### config.mk
export PLATFORM = sky130hd
export DESIGN_NAME = inst_fetch
export DESIGN_NICKNAME = d
export VERILOG_FILES = /design/src/rtl/inst_fetch_pkg.sv /design/src/rtl/inst_fetch_icache.sv /design/src/rtl/inst_fetch.sv
export SDC_FILE = /design/constraint.sdc
export NUM_CORES = 2
export LEC_CHECK = 0
export CAP_MARGIN = 20
export CELL_PAD_IN_SITES_DETAIL_PLACEMENT = 0
export CELL_PAD_IN_SITES_GLOBAL_PLACEMENT = 2
export CORE_ASPECT_RATIO = 0.5
export CORE_MARGIN = 2
export CORE_UTILIZATION = 55
export DETAILED_ROUTE_END_ITERATION = 16
export GPL_TIMING_DRIVEN = 1
export PLACE_DENSITY = 0.92
export SYNTH_ARGS = -nofsm -noshare
export SYNTH_HDL_FRONTEND = slang
export SYNTH_SLANG_ARGS = --single-unit
export TNS_END_PERCENT = 30
### constraint.sdc
create_clock -name clock -period 7.5 [get_ports clock]
set_clock_uncertainty 0.1 [all_clocks]
set_input_delay 1.5 -clock clock [delete_from_list [all_inputs] [get_ports clock]]
set_output_delay 1.5 -clock clock [all_outputs]
set_load 0.02 [all_outputs]
### src/rtl/inst_fetch_pkg.sv
// Shared definitions for the instruction-fetch unit: FSM state encodings,
// the RAM data bus type and the default cache geometry.
package inst_fetch_pkg;

   // Default number of index bits: 2^6 = 64 one-word lines
   localparam int INDEX_BITS_DEFAULT = 6;

   // Byte-wide RAM read data
   typedef logic [7:0] RamDataBus;

   // Fetch FSM: IDLE serves hits; BYTE0..BYTE3 issue the four byte reads of
   // a miss; LAST captures the final byte and fills the line.
   typedef enum logic [2:0] {
      ST_IDLE  = 3'd0,
      ST_BYTE0 = 3'd1,
      ST_BYTE1 = 3'd2,
      ST_BYTE2 = 3'd3,
      ST_BYTE3 = 3'd4,
      ST_LAST  = 3'd5
   } fetch_state_e;

endpackage

### src/rtl/inst_fetch_icache.sv
// Direct-mapped, one-word-per-line instruction cache. Lookup is purely
// combinational so a hit can be registered on the very next edge; the single
// write port fills a whole line (tag, data, valid) in one cycle.
module icache
   import inst_fetch_pkg::*;
#(
   parameter int INDEX_BITS = INDEX_BITS_DEFAULT,
   parameter int TAG_BITS   = 24
) (
   input  logic                  clock,
   input  logic                  reset,
   input  logic [INDEX_BITS-1:0] lookup_index,
   input  logic [TAG_BITS-1:0]   lookup_tag,
   output logic                  lookup_hit,
   output logic [31:0]           lookup_data,
   input  logic                  write_en,
   input  logic [INDEX_BITS-1:0] write_index,
   input  logic [TAG_BITS-1:0]   write_tag,
   input  logic [31:0]           write_data
);
   localparam int LINES = 1 << INDEX_BITS;

   logic [LINES-1:0]    valid_q;
   logic [LINES-1:0]    valid_d;
   logic [TAG_BITS-1:0] tag_q  [LINES];
   logic [31:0]         data_q [LINES];

   // A line becomes valid once written; only reset ever clears it
   for (genvar gi = 0; gi < LINES; gi++) begin : g_valid
      assign valid_d[gi] = valid_q[gi] | (write_en && (write_index == INDEX_BITS'(gi)));
   end

   // Valid bits: synchronous clear on reset, reset wins over a same-cycle fill
   always_ff @(posedge clock) begin
      if (reset) begin
         valid_q <= '0;
      end else begin
         valid_q <= valid_d;
      end
   end

   // Tag and data arrays: no reset needed, the valid bit qualifies them
   always_ff @(posedge clock) begin
      if (write_en && !reset) begin
         tag_q[write_index]  <= write_tag;
         data_q[write_index] <= write_data;
      end
   end

   // Combinational lookup
   always_comb begin
      lookup_hit  = valid_q[lookup_index] && (tag_q[lookup_index] == lookup_tag);
      lookup_data = data_q[lookup_index];
   end

endmodule

### src/rtl/inst_fetch.sv
// Instruction-fetch unit: serves 32-bit requests from a direct-mapped cache
// and, on a miss, assembles the word little-endian from four sequential
// byte reads of a single-port RAM whose data returns one cycle after its
// address. All outputs are registered except fetch_busy.
module inst_fetch
   import inst_fetch_pkg::*;
#(
   parameter int INDEX_BITS = INDEX_BITS_DEFAULT,
   parameter int ADDR_WIDTH = 32
) (
   input  logic                  clock,
   input  logic                  reset,
   input  logic                  fetch_ce,
   input  logic [ADDR_WIDTH-1:0] fetch_address,
   input  logic                  fetch_flush,
   output logic                  fetch_valid,
   output logic [31:0]           fetch_instruction,
   output logic                  fetch_busy,
   output logic                  ram_read,
   output logic [ADDR_WIDTH-1:0] ram_address,
   input  logic [7:0]            ram_data
);
   localparam int TAG_BITS  = ADDR_WIDTH - INDEX_BITS - 2;
   localparam int LINE_BITS = ADDR_WIDTH - 2;

   fetch_state_e          state_q, state_d;
   logic [LINE_BITS-1:0]  line_q, line_d;        // word address of the request being served
   logic [23:0]           bytes_q, bytes_d;      // bytes 0..2 of a miss; byte 3 comes straight off the bus
   logic                  valid_q, valid_d;
   logic [31:0]           instr_q, instr_d;
   logic                  ram_read_q, ram_read_d;
   logic [ADDR_WIDTH-1:0] ram_addr_q, ram_addr_d;

   logic                  cache_hit;
   logic [31:0]           cache_data;
   logic                  cache_we;
   logic [31:0]           assembled;
   logic [LINE_BITS-1:0]  req_line;
   RamDataBus             ram_byte;

   // Byte offset within the word is irrelevant for word fetches
   logic unused_addr_bits;
   assign unused_addr_bits = ^fetch_address[1:0];

   assign ram_byte  = ram_data;
   assign req_line  = fetch_address[ADDR_WIDTH-1:2];
   assign assembled = {ram_byte, bytes_q};

   icache #(
      .INDEX_BITS (INDEX_BITS),
      .TAG_BITS   (TAG_BITS)
   ) u_icache (
      .clock        (clock),
      .reset        (reset),
      .lookup_index (fetch_address[INDEX_BITS+1:2]),
      .lookup_tag   (fetch_address[ADDR_WIDTH-1:INDEX_BITS+2]),
      .lookup_hit   (cache_hit),
      .lookup_data  (cache_data),
      .write_en     (cache_we),
      .write_index  (line_q[INDEX_BITS-1:0]),
      .write_tag    (line_q[LINE_BITS-1:INDEX_BITS]),
      .write_data   (assembled)
   );

   // Next state, byte assembly, RAM drive and cache fill
   always_comb begin
      state_d    = state_q;
      line_d     = line_q;
      bytes_d    = bytes_q;
      valid_d    = 1'b0;
      instr_d    = instr_q;
      ram_read_d = 1'b0;
      ram_addr_d = ram_addr_q;
      cache_we   = 1'b0;

      case (state_q)
         ST_IDLE: begin
            // A flush in the request cycle drops the request outright
            if (fetch_ce && !fetch_flush) begin
               line_d = req_line;
               if (cache_hit) begin
                  valid_d = 1'b1;
                  instr_d = cache_data;
               end else begin
                  state_d    = ST_BYTE0;
                  ram_read_d = 1'b1;
                  ram_addr_d = {req_line, 2'd0};
               end
            end
         end
         ST_BYTE0: begin
            if (fetch_flush) begin
               state_d = ST_IDLE;
            end else begin
               state_d    = ST_BYTE1;
               ram_read_d = 1'b1;
               ram_addr_d = {line_q, 2'd1};
            end
         end
         ST_BYTE1: begin
            if (fetch_flush) begin
               state_d = ST_IDLE;
            end else begin
               bytes_d[7:0] = ram_byte;
               state_d      = ST_BYTE2;
               ram_read_d   = 1'b1;
               ram_addr_d   = {line_q, 2'd2};
            end
         end
         ST_BYTE2: begin
            if (fetch_flush) begin
               state_d = ST_IDLE;
            end else begin
               bytes_d[15:8] = ram_byte;
               state_d       = ST_BYTE3;
               ram_read_d    = 1'b1;
               ram_addr_d    = {line_q, 2'd3};
            end
         end
         ST_BYTE3: begin
            if (fetch_flush) begin
               state_d = ST_IDLE;
            end else begin
               bytes_d[23:16] = ram_byte;
               state_d        = ST_LAST;
            end
         end
         ST_LAST: begin
            // The fill is kept even when flushed; only the delivery is cancelled
            cache_we = 1'b1;
            state_d  = ST_IDLE;
            if (!fetch_flush) begin
               valid_d = 1'b1;
               instr_d = assembled;
            end
         end
         default: begin
            state_d = ST_IDLE;
         end
      endcase
   end

   // State and output registers; reset overrides everything, including mid-miss
   always_ff @(posedge clock) begin
      if (reset) begin
         state_q    <= ST_IDLE;
         line_q     <= '0;
         bytes_q    <= '0;
         valid_q    <= 1'b0;
         instr_q    <= '0;
         ram_read_q <= 1'b0;
         ram_addr_q <= '0;
      end else begin
         state_q    <= state_d;
         line_q     <= line_d;
         bytes_q    <= bytes_d;
         valid_q    <= valid_d;
         instr_q    <= instr_d;
         ram_read_q <= ram_read_d;
         ram_addr_q <= ram_addr_d;
      end
   end

   assign fetch_valid       = valid_q;
   assign fetch_instruction = instr_q;
   assign ram_read          = ram_read_q;
   assign ram_address       = ram_addr_q;
   assign fetch_busy        = (state_q != ST_IDLE);

endmodule

==> results.md <==
- The cell accounting for the most synthesized area is sky130_fd_sc_hd__edfxtp_1.
- The clock latency at the later pin of the worst-skew pair is 870 ps.
- In this run the power spent charging and discharging nets is 8600 µW.
- Setup repair after global routing left no endpoint under its margin.
- For this block, the routed nets add up to 416 mm of wire.
- The core region is 263,000 µm².
- Along the worst path, the maximum fanout reaches 71.
- The critical path required time is 8150 ps.
- The site row count is 133.
- The maximum operating frequency is 174 MHz.
- Of the cells placed in the final design, the portion with a size suffix greater than 1 is 27.0%.
- In this run the number of cells on the critical path is 13.
- In this run the critical register-to-register path is launched from state_q[0].
- The post-synthesis sequential area ratio is 76.2%.
- The clock share of power is 40.5%.
- The total routing usage reported by global routing is 30.5%.
- The count of mapped cells out of synthesis is 6,682.
- The timing endpoint of the critical path is ram_address[17].
- For this run, asynchronously set or reset flops after synthesis account for 0%.
- The floorplan die area is 270,000 µm².
- The final count of hold timing violations is 0.
- The sequential fraction of design power is 55.5%.
- The number of violations reported at the end of detailed-routing iteration 0 is 14,200.
- The count of pins on the block boundary is 111.
- The die width is 733 µm.
- The tightest min-delay check is of the reg -> reg type.
- The cell-internal power is 32,700 µW.
- The total power divided by cell area is 253 nW/µm².
- After synthesis, the cell types taking the most area are sky130_fd_sc_hd__edfxtp_1 74%, sky130_fd_sc_hd__mux4_2 15%, sky130_fd_sc_hd__dfxtp_1 2.6%.
- The total congestion overflow after global routing is 0.
- The routed via count divided by cell count is 7.10.
- The total of fill cells in the finished design is 17,000.
- Gates resized during post-CTS repair numbered 0.
- The largest buffer count on any clock path is 4.
- The final critical path takes up 76.5% of the cycle.
- The maximum level of the CTS H-tree is 5.
- The reported leakage power is 0.0496 µW.
- Among all cell types in the netlist, the one instantiated most often is sky130_fd_sc_hd__edfxtp_1.
- For the worst setup path, the data arrival time is 6380 ps.
- The number of nets with antenna violations after detailed routing is 0.
- Among all flip-flop cells after synthesis, the most frequent one is sky130_fd_sc_hd__edfxtp_1.
- The most critical setup path has its startpoint at fetch_address[4].
- Max-cap violations in this run came to 0.
- The half-perimeter wire length after detailed placement is 213 mm.
- The initial standard-cell utilization of the core is 55.5%.
- For this run, the post-layout net count is 7,050.
- Broken down by cell family, the worst path's largest delay share belongs to buffers and inverters.
- Counting distinct cell types in the post-synthesis netlist gives 69.
- The length in cells of the worst reg-to-reg path is 5.
- After synthesis the netlist holds a flip-flop and latch count of 3,771.
- The setup path with the least slack is of type in -> reg.
- In this run, post-CTS hold repair placed 0 buffers.
- The number of buffers and inverters on the critical path is 4.
- The global-route wire length before repair is 575 mm.
- Counting the buffers created by CTS gives 326.
- In the final layout, flip-flops and latches occupy 111,000 µm².
- The flow ran to the end, and the final reports show no timing, DRC or antenna violations.
- Counting flops with a built-in enable in the synthesized netlist gives 3,584.
- The number of search-and-repair iterations in the first detailed-routing pass is 8.
- Of the total power, the share spent switching nets is 20.8%.
- The initial antenna violation count came to 2.
- The largest net degree at the start of global routing is 132.
- The internal reg-to-reg setup slack is 2830 ps.
- The category of the worst setup path capture point is a flip-flop.
- The number of nets in the synthesized netlist is 6,726.
- Traced cell by cell, the critical path runs through buf_8, buf_12, buf_4, mux4_2, mux4_2, mux2i_1, xor2_1, nor2_1, nor4b_1, and4_2, buf_4, mux2i_1, nand2_1.
- The mean cell area of the mapped netlist is 21.9 µm².
- The delay of the slowest cell on the worst path is 770 ps.
- By count the netlist is led by 3,584 x sky130_fd_sc_hd__edfxtp_1, 1,004 x sky130_fd_sc_hd__mux4_2, 332 x sky130_fd_sc_hd__nand2_1.
- The post-route minimum period is 5740 ps.
- Summing all multi-input logic gate instances after layout gives 33,100 µm².
- The tightest hold path in the finished design has a slack of 348 ps.
- Clock-pin slew was measured on the worst setup and hold paths at 70 ps.
- The overall via count from detail_route is 76,400.
- For this run, design rule violations remaining after detail routing come to 0.
- The worst setup path is launched from an input pin.
- Routability-driven placement finished with a final weighted congestion of 0.820.
- The final count of negative-setup-slack endpoints is 0.
- On the critical path, the stage with the largest delay is an instance of sky130_fd_sc_hd__and4_2.
- Port buffering added 108 buffers.
- The TritonCTS clock tree is done.
- For this run, the number of Yosys warnings is 0.
- In this run the critical register-to-register path is captured at u_icache.tag_q[54][4].
- The post-CTS setup buffer count is 0.
- The slew of the pin with the lowest slew margin is 1220 ps.
- The routed length per instance is 38.6 µm.
- The summed negative setup slack over all endpoints is 0 ps.
- The total number of clock tree sinks is 3,771.
- The share of synthesized area in the top cell type comes to 73.7%.
- The number of global-route vias before repair was 73,700.
- Clock tree synthesis selected as its root buffer the cell sky130_fd_sc_hd__clkbuf_16.
- The largest vdd supply drop is 0.193 mV.
- The die is 368 µm tall.
- The startpoint identified for the worst hold timing path is u_icache.valid_q[62].
- The logic gate share of total power is 4.0%.
- The post-synthesis to final-layout area growth is 11.7%.
- The cell area that synthesis handed to floorplanning was 146,000 µm².
- The number of max-slew violations in the final report was 0.
- The worst max-slew margin expressed relative to the limit is 18.8%.
[layer usage]
| metal | routed length [µm] | vias to the layer above | part of all wire, % | GRT usage [%] |
|---|---|---|---|---|
| met5 | 13 | - | 0.0031 | 0 |
| met4 | 18000 | 2 | 4.3 | 11.2 |
| met3 | 57000 | 954 | 14 | 7.12 |
| met2 | 194000 | 6545 | 47 | 47.1 |
| met1 | 147000 | 40200 | 35 | 43.2 |
| li1 | - | 28800 | - | - |
[cell type report]
| cell class | count | area share (%) |
|---|---|---|
| clock inverters | 155 | 0.848 |
| flip-flops and latches | 3771 | 68.3 |
| repair buffers | 392 | 2.46 |
| clock buffers | 420 | 5.42 |
| well taps | 3510 | 2.69 |
| multi-input cells | 2506 | 20.3 |
| diodes | 3 | 0.00460 |
| inverters | 9 | 0.0291 |
[metrics by stage]
stage	utilization [%]	std cells	cell area (µm²)	total power (µW)	setup WS, ps
3_3_place_gp	57.9	10200	153000	25000	986
3_5_place_dp	58.0	10200	153000	25000	1090
2_1_floorplan	-	6682	146000	24400	2320
4_1_cts	61.8	10700	163000	41300	1950
6_report	62.0	10800	163000	41300	1760
5_1_grt	62.0	10800	163000	42200	1770
[power by group through the flow]
stage	clock network [µW]	logic [µW]	registers (µW)
2_1_floorplan	0	999	23400
3_3_place_gp	0	1570	23400
3_5_place_dp	0	1590	23400
4_1_cts	16800	1600	23000
5_1_grt	17500	1730	22900
6_report	16700	1670	22900
[flip-flops by register name, summed over array words and instances, names as in the netlist]
| signal | count |
|---|---|
| ram_address | 32 |
| u_icache.tag_q | 1536 |
| fetch_valid | 1 |
| line_q | 30 |
| fetch_instruction | 32 |
| u_icache.data_q | 2048 |
| bytes_q | 24 |
| ram_read | 1 |
| u_icache.valid_q | 64 |
| state_q | 3 |
[cells in the final DEF, fill, tap and decap left out, types with 9 or more instances in the layout]
| cell | synthesis | routed |
|---|---|---|
| sky130_fd_sc_hd__edfxtp_1 | 3584 | 3584 |
| sky130_fd_sc_hd__mux4_2 | 1004 | 1004 |
| sky130_fd_sc_hd__clkbuf_16 | 0 | 339 |
| sky130_fd_sc_hd__nand2_1 | 332 | 332 |
| sky130_fd_sc_hd__mux2i_1 | 244 | 244 |
| sky130_fd_sc_hd__buf_4 | 29 | 221 |
| sky130_fd_sc_hd__dfxtp_1 | 187 | 154 |
| sky130_fd_sc_hd__a22oi_1 | 106 | 106 |
| sky130_fd_sc_hd__clkdlybuf4s50_1 | 0 | 93 |
| sky130_fd_sc_hd__a21oi_1 | 84 | 83 |
| sky130_fd_sc_hd__clkbuf_1 | 165 | 75 |
| sky130_fd_sc_hd__clkinv_1 | 1 | 67 |
| sky130_fd_sc_hd__nor2_4 | 0 | 66 |
| sky130_fd_sc_hd__a21o_1 | 65 | 65 |
| sky130_fd_sc_hd__buf_12 | 0 | 63 |
| sky130_fd_sc_hd__nand3_1 | 57 | 56 |
| sky130_fd_sc_hd__nor3_1 | 53 | 53 |
| sky130_fd_sc_hd__nor2_1 | 115 | 47 |
| sky130_fd_sc_hd__clkinv_2 | 0 | 47 |
| sky130_fd_sc_hd__nor3b_1 | 37 | 36 |
| sky130_fd_sc_hd__a22o_1 | 36 | 36 |
| sky130_fd_sc_hd__o22ai_1 | 35 | 35 |
| sky130_fd_sc_hd__a32oi_1 | 33 | 33 |
| sky130_fd_sc_hd__dfxtp_2 | 0 | 33 |
| sky130_fd_sc_hd__mux2_2 | 31 | 31 |
| sky130_fd_sc_hd__nand3_2 | 29 | 30 |
| sky130_fd_sc_hd__a21oi_2 | 29 | 29 |
| sky130_fd_sc_hd__nor2b_1 | 29 | 27 |
| sky130_fd_sc_hd__bufinv_16 | 0 | 24 |
| sky130_fd_sc_hd__o21ai_0 | 17 | 17 |
| sky130_fd_sc_hd__a211oi_1 | 16 | 16 |
| sky130_fd_sc_hd__nor4_1 | 16 | 15 |
| sky130_fd_sc_hd__xnor2_1 | 10 | 10 |
| sky130_fd_sc_hd__or2_2 | 9 | 9 |
| sky130_fd_sc_hd__nand2b_1 | 9 | 9 |
| sky130_fd_sc_hd__nand4_1 | 9 | 9 |
[kinds of logic (layout without fill, tap and decap cells)]
group | Yosys count | count (layout) | share of synthesized area [%]
multiplexers | 1279 | 1279 | 17.4
AND/OR/NAND/NOR | 729 | 729 | 2.40
XOR/XNOR | 18 | 18 | 0.108
flip-flops | 3771 | 3771 | 76.2
buffers and inverters | 405 | 976 | 1.49
other | 0 | 3 | 0
AO/OA/AOI/OAI | 480 | 480 | 2.38
[worst min-delay path by stage]
stage | endpoint | slack, ps | depth (start not counted)
final | u_icache.valid_q[62] | 350 | 1
after global routing | u_icache.valid_q[47] | 360 | 1
after CTS | u_icache.valid_q[62] | 350 | 1
after detailed placement | u_icache.valid_q[62] | 330 | 1
after global placement | u_icache.valid_q[62] | 330 | 1
after floorplan | u_icache.valid_q[10] | 320 | 1
No activity file was read; power rests on OpenSTA's default activity.
